==> config.mk <==
export PLATFORM = sky130hd
export DESIGN_NAME = regfile_mp
export DESIGN_NICKNAME = d
export VERILOG_FILES = /design/src/rtl/regfile_mp.sv
export SDC_FILE = /design/constraint.sdc
export NUM_CORES = 2
export LEC_CHECK = 0
export CORE_ASPECT_RATIO = 2
export CORE_MARGIN = 4
export CORE_UTILIZATION = 45
export DETAILED_ROUTE_END_ITERATION = 10
export PLACE_DENSITY = 0.62
export SLEW_MARGIN = 20
export SYNTH_ARGS = -nofsm -noshare
export SYNTH_HDL_FRONTEND = slang
export SYNTH_SLANG_ARGS = --single-unit
==> constraint.sdc <==
create_clock -name clk -period 4.74 [get_ports clk]
set_input_delay 0.948 -clock clk [delete_from_list [all_inputs] [get_ports clk]]
set_output_delay 0.948 -clock clk [all_outputs]
set_load 0.05 [all_outputs]
==> src/rtl/regfile_mp.sv <==
// rtl/regfile_mp.sv - multi-port GPR file with write-through bypass, clear sequencer and busy scoreboard
// Reads are combinational; writes, clear sequence and scoreboard update on posedge clk.
module regfile_mp #(
    parameter int DATA_W  = 32,
    parameter int NREG    = 32,
    parameter int NRD     = 2,
    parameter int NWR     = 2,
    parameter int ZERO_R0 = 1,
    localparam int AW     = $clog2(NREG)
) (
    input  logic                  clk,
    input  logic                  rst,
    input  logic [NWR-1:0]        we,
    input  logic [NWR*AW-1:0]     waddr,
    input  logic [NWR*DATA_W-1:0] wdata,
    input  logic [NRD-1:0]        re,
    input  logic [NRD*AW-1:0]     raddr,
    output logic [NRD*DATA_W-1:0] rdata,
    output logic [NRD-1:0]        rd_busy,
    input  logic                  sb_set,
    input  logic [AW-1:0]         sb_addr,
    output logic                  init_done
);

    typedef enum logic {INIT, RUN} state_t;

    state_t              state;
    logic [AW-1:0]       clr_cnt;
    logic [DATA_W-1:0]   regs [NREG];
    logic [NREG-1:0]     busy;

    logic [AW-1:0]       ra;
    logic                hit;
    logic [DATA_W-1:0]   val;

    function automatic logic is_r0(input logic [AW-1:0] a);
        return (ZERO_R0 != 0) && (a == '0);
    endfunction

    always_ff @(posedge clk) begin
        if (!rst) begin
            state   <= INIT;
            clr_cnt <= '0;
            busy    <= '0;
        end else begin
            case (state)
                INIT: begin
                    regs[clr_cnt] <= '0;
                    clr_cnt       <= clr_cnt + 1'b1;
                    if (clr_cnt == AW'(NREG - 1))
                        state <= RUN;
                end
                RUN: begin
                    // Ascending port order lets the highest port win on an address clash.
                    for (int k = 0; k < NWR; k++) begin
                        if (we[k] && !is_r0(waddr[k*AW +: AW])) begin
                            regs[waddr[k*AW +: AW]] <= wdata[k*DATA_W +: DATA_W];
                            busy[waddr[k*AW +: AW]] <= 1'b0;
                        end
                    end
                    // Issued after the clears so a new producer overrides a retiring one.
                    if (sb_set && !is_r0(sb_addr))
                        busy[sb_addr] <= 1'b1;
                end
                default: state <= INIT;
            endcase
        end
    end

    assign init_done = (state == RUN);

    always_comb begin
        rdata   = '0;
        rd_busy = '0;
        ra      = '0;
        hit     = 1'b0;
        val     = '0;
        for (int i = 0; i < NRD; i++) begin
            ra  = raddr[i*AW +: AW];
            hit = 1'b0;
            val = regs[ra];
            for (int k = 0; k < NWR; k++) begin
                if (we[k] && (waddr[k*AW +: AW] == ra)) begin
                    hit = 1'b1;
                    val = wdata[k*DATA_W +: DATA_W];
                end
            end
            if ((state == RUN) && re[i] && !is_r0(ra)) begin
                rdata[i*DATA_W +: DATA_W] = val;
                rd_busy[i]                = busy[ra] && !hit;
            end
        end
    end

endmodule

# After elaboration in Yosys (flattened, before gate mapping)
# Memories as Yosys holds them, arrays and structs flattened.
# Index checks and enable logic that the tools add are counted.
# word_totals
n_memories	1
wordCells	97
regBits	38
ramBits	1024
# classes
eq_ne	5
magnitude_cmp	8
n_addsub	1
n_mux	45
n_bitwise	5
n_reduce_logical	29
# mem_list
memory	words	word_bits	read_ports	rd_ports_with_merged_regs	write_ports	line	text
regs	32	32	2	0	2	29	logic [DATA_W-1:0] regs [NREG];
# op_table
op	n
$mux 32	14
$and 32x32->32	2
$not 32->32	2
$or 32x32->32	1
$reduce_or 32->1	1
$lt 5x6->1 const B	5
$logic_not 5->1	5
$mux 1	25
$eq 5x5->1	4
$logic_and 1x1->1	16
$demux 1 s5	3
$ge 5x1->1 const B	3
$bmux 1 s5	2
$logic_not 1->1	7
$add 5x1->5 const B	1
$eq 5x5->1 const B	1
$mux 5	1

# Longest topological paths before layout
# logic_depth
word_depth	15
ltp_mapped	9
depth_no_buf	6

# Worst setup path after synthesis
# Ideal clock, no wire load.
# synth_timing
kind	input to register
start	in waddr[2]
end	mem regs[23][0], enable pin
path_slack_ns	0.422
n_path_buf	1
cell_stages	7
arrival_time_ns	3.885
path_cell_list	or3_4 o31ai_4 nor2_1 buf_2 mux2_2 nand2_1 o22ai_1
# synth_lines
element	line	text
start: declaration	14	input logic [NWR*AW-1:0] waddr,
end: declaration	29	

# Worst setup path after layout
# layout_timing
start	in raddr[8]
end	out rdata[63]
# layout_between
elab_chain_len	5
elab_cells_between_ends	11
cone_classes	eq/ne (2); mux (3); reduce/logical (5); memory (1)
# layout_lines
element	line	text
start: declaration	17	input logic [NRD*AW-1:0] raddr,
branches (longest 4 deep; another with $mem_v2 32x32)	-	
$mux 32 *	88	if ((state == RUN) && re[i] && !is_r0(ra)) begin
end: declaration	18	output logic [NRD*DATA_W-1:0] rdata,
# Every way passes the cells marked *.

==> results.md <==
* Largest family of logic cells by synthesized area: multiplexers
* Pwr dens at 280.0 nW/µm²
* Post-Syn Nets at 5,518
* Worst hold path class: register to register
* Placed insts at 7,110
* DRC at 0
* Mapped Cells at 5,420
* Max_slew headroom at 0.2264
* Max clock buf depth at 3
* Period Utilization, post-route at 0.9848
* Xor and xnor area share after synthesis at 0.003238
* CP Class: input port to primary output
* DPL Wire Length at 158,000 µm
* Initial Utilization at 0.4536
* Crit path buf inv count at 6
* Clk root buf: clkbuf_16
* Post-synthesis mux area share at 0.2063
* Simple-gate share of the synthesized area at 0.09226
* CP peak stage delay at 0.59 ns
* # clock sinks at 1,062
* Worst Setup Slack, final at 0.07214 ns
* Worst setup EP type: primary output
* Register bit total from synthesis at 1,062
* Cell mode on critical path: buf_4
* Count leader, synth: o21ai_0
* I/O pins at 163
* Final setup viols at 0
* Tot GR Track Use at 0.3626
* Worst-path clk slew at 0.06 ns
* Cell breakdown of the critical path: clkdlybuf4s50_1 -> buf_4 -> buf_4 -> xor2_1 -> nor4_1 -> and3_4 -> or4b_4 -> buf_12 -> a211o_1 -> nand3_1 -> buf_4 -> buf_12
* Clk Latency, worst-skew pair at 0.76 ns
* CP max FO at 16
* Grt ovf at 0
* Vias in the first global route at 50,900
* Setup Skew at 0.01711 ns
* Hold Slack at 0.4913 ns
* Leakage Power at 23.60 nW
* Ys Warns at 0
* Count of pins over their slew limit at 0
* Site Rows at 192
* # fillers at 11,510
* Port bufs at 162
* Max Cap Viol at 0
* RePlAce Congestion at 0.9509
* Synth top cells by count: 1,100 x o21ai_0, 1,031 x nand2_1, 1,024 x edfxtp_1, 490 x clkbuf_1, 468 x mux4_2
* Avg Cell Area, Syn at 11.48 µm²
* FF/Latch Area at 31,510 µm²
* Largest net degree at the start of global routing at 65
* Area fraction in compound gates after synthesis at 0.1435
* Startpoint Class: input port
* Fin util at 0.5244
* Synth top area cells: edfxtp_1 49%, mux4_2 17%, o21ai_0 8.8%
* Chip Width at 270.9 µm
* Floorplan die height at 533.9 µm
* R2R setup slack at 1.26 ns
* Max Freq at 214.2 MHz
* First drt pass iteration count at 6
* Final Total Pwr at 20.14 mW
* Final ANT Viol Nets at 0
* DIE AREA at 144,600 µm²
* CTS buffer count at 97
* Synth area leader: edfxtp_1
* Placed cell areas at 68,690 µm²
* H-tree Lvls at 3
* Fin. Hold Viols at 0
* Multi-input gate area at 28,500 µm²
* Synth cell types at 63
* Final cell count without fillers at 7,308
* Least-Margin Pin Slew at 1.155 ns
* TNS Setup at 0 ns
* Via count at 51,550
* Fraction of registers with async set/reset at 0
* Layout cells sized above 1 at 0.2131
* Crit-path leading delay family: buffers and inverters
* Seq/Total Area, Yosys at 0.5064
* Critical Path RT at 3.79 ns
* Core box area at 137,200 µm²
* DP Worst Slack at -0.06218 ns
* Outcome: completed
* 1st-iter DRT viols at 8,447
* Post-Syn Area at 62,220 µm²
* Synth-to-layout area growth at 15.60%
* Final instance area at 71,930 µm²
* First-pass GRT wire length at 372,200 µm
* DR vias/cell at 7.053
* Wirelength per Cell at 36.94 µm
* Yosys top cell area share at 0.4942
* CTS tree: built
* Max VDD drop at 0.2635 mV
* Net count reported at finish at 5,468
* Ys flop type: edfxtp_1
* Initial antenna violation count at 12
* Crit path DAT at 3.72 ns
* RSZ-0062 raised after global routing: no
* Crit path time final at 4.668 ns
* Slowest CP cell: or4b_4
* Post-synth EDFFs at 1,024
* Adder-Cell Fraction of Synth Area at 0.0004022
* Post-Route WL at 270,000 µm
==> cells by family after synthesis <==
family / Yosys count
adder cells (fa/ha/maj): 2
buffers and inverters: 718
AO/OA/AOI/OAI: 1545
XOR/XNOR: 23
multiplexers: 697
flip-flops: 1062
AND/OR/NAND/NOR: 1373
==> layer usage <==
metal / global-route usage / wire length, µm / vias up
met1: 0.4027 / 81530 / 25050
met4: 0.3337 / 30760 / 8
li1: - / - / 20530
met3: 0.07281 / 31140 / 1459
met2: 0.5850 / 126500 / 4498
met5: 0 / 53 / -
==> final timing paths <==
path | startpoint | endpoint | cells after the start
max | raddr[8] | rdata[63] | 12
min | busy[31] | busy[31] | 2
max reg2reg | init_done | regs[2][12] | 6
min reg2reg | busy[31] | busy[31] | 2
==> where the power goes <==
part           switching [mW]  internal (mW)
clock network            3.79           4.28
registers              0.0265           10.2
logic                    1.15          0.696
total                    4.97           15.2
==> registers in the layout, indices dropped and copies added (netlist names) <==
name	cells
init_done	1
regs	1024
busy	32
clr_cnt	5
==> cell type report <==
cell class / count / area share
multi-input combinational: 3640 / 0.3962
antenna: 16 / 0.0005567
tap: 1843 / 0.03206
sequential: 1062 / 0.4381
inverter: 36 / 0.001879
clock buffer: 121 / 0.03503
clock inverter: 57 / 0.007863
timing repair buffer: 533 / 0.08833
==> worst reg2reg max path: cells and delay by family, from the launching register on <==
| kind | cells | cell delay [ns] |
|---|---|---|
| simple gates | 3 | 1.62 |
| buf+inv | 2 | 0.78 |
| flops | 1 | 0.56 |
| compound gates | 1 | 0.26 |
==> what timing repair did <==
item / 4_1_cts / 5_1_grt
hold endpoints to repair: 0 / 0
cloned: 0 / 1
setup buffers: 2 / 1
hold buffers: 0 / 0
resized for setup: 1 / 4
endpoints found under the setup margin: 20 / 8
pin swaps: 1 / 1
==> cell usage in the layout (no fill, tap or decap), types with 7 or more instances in the layout <==
cell	n
xor2_1	16
clkbuf_1	22
buf_12	166
nor2_2	8
nor2_4	19
nor3_2	21
nand2b_1	7
inv_1	35
a32oi_1	11
xnor2_1	7
buf_4	272
clkinv_1	21
a211o_1	63
nand3b_1	10
nand3_1	103
nand2_1	1029
o21ai_0	1100
o22ai_4	10
dfxtp_1	38
mux2i_1	227
o21bai_4	21
a21oi_1	10
bufinv_16	9
nor2_1	44
a211oi_1	32
clkdlybuf4s50_1	88
clkinv_2	16
nor2b_1	72
clkbuf_16	98
diode_2	16
o22ai_1	44
mux4_2	468
o221ai_1	62
edfxtp_1	1024
a22oi_1	168
Note: power is estimated with default switching activity, not from simulation.
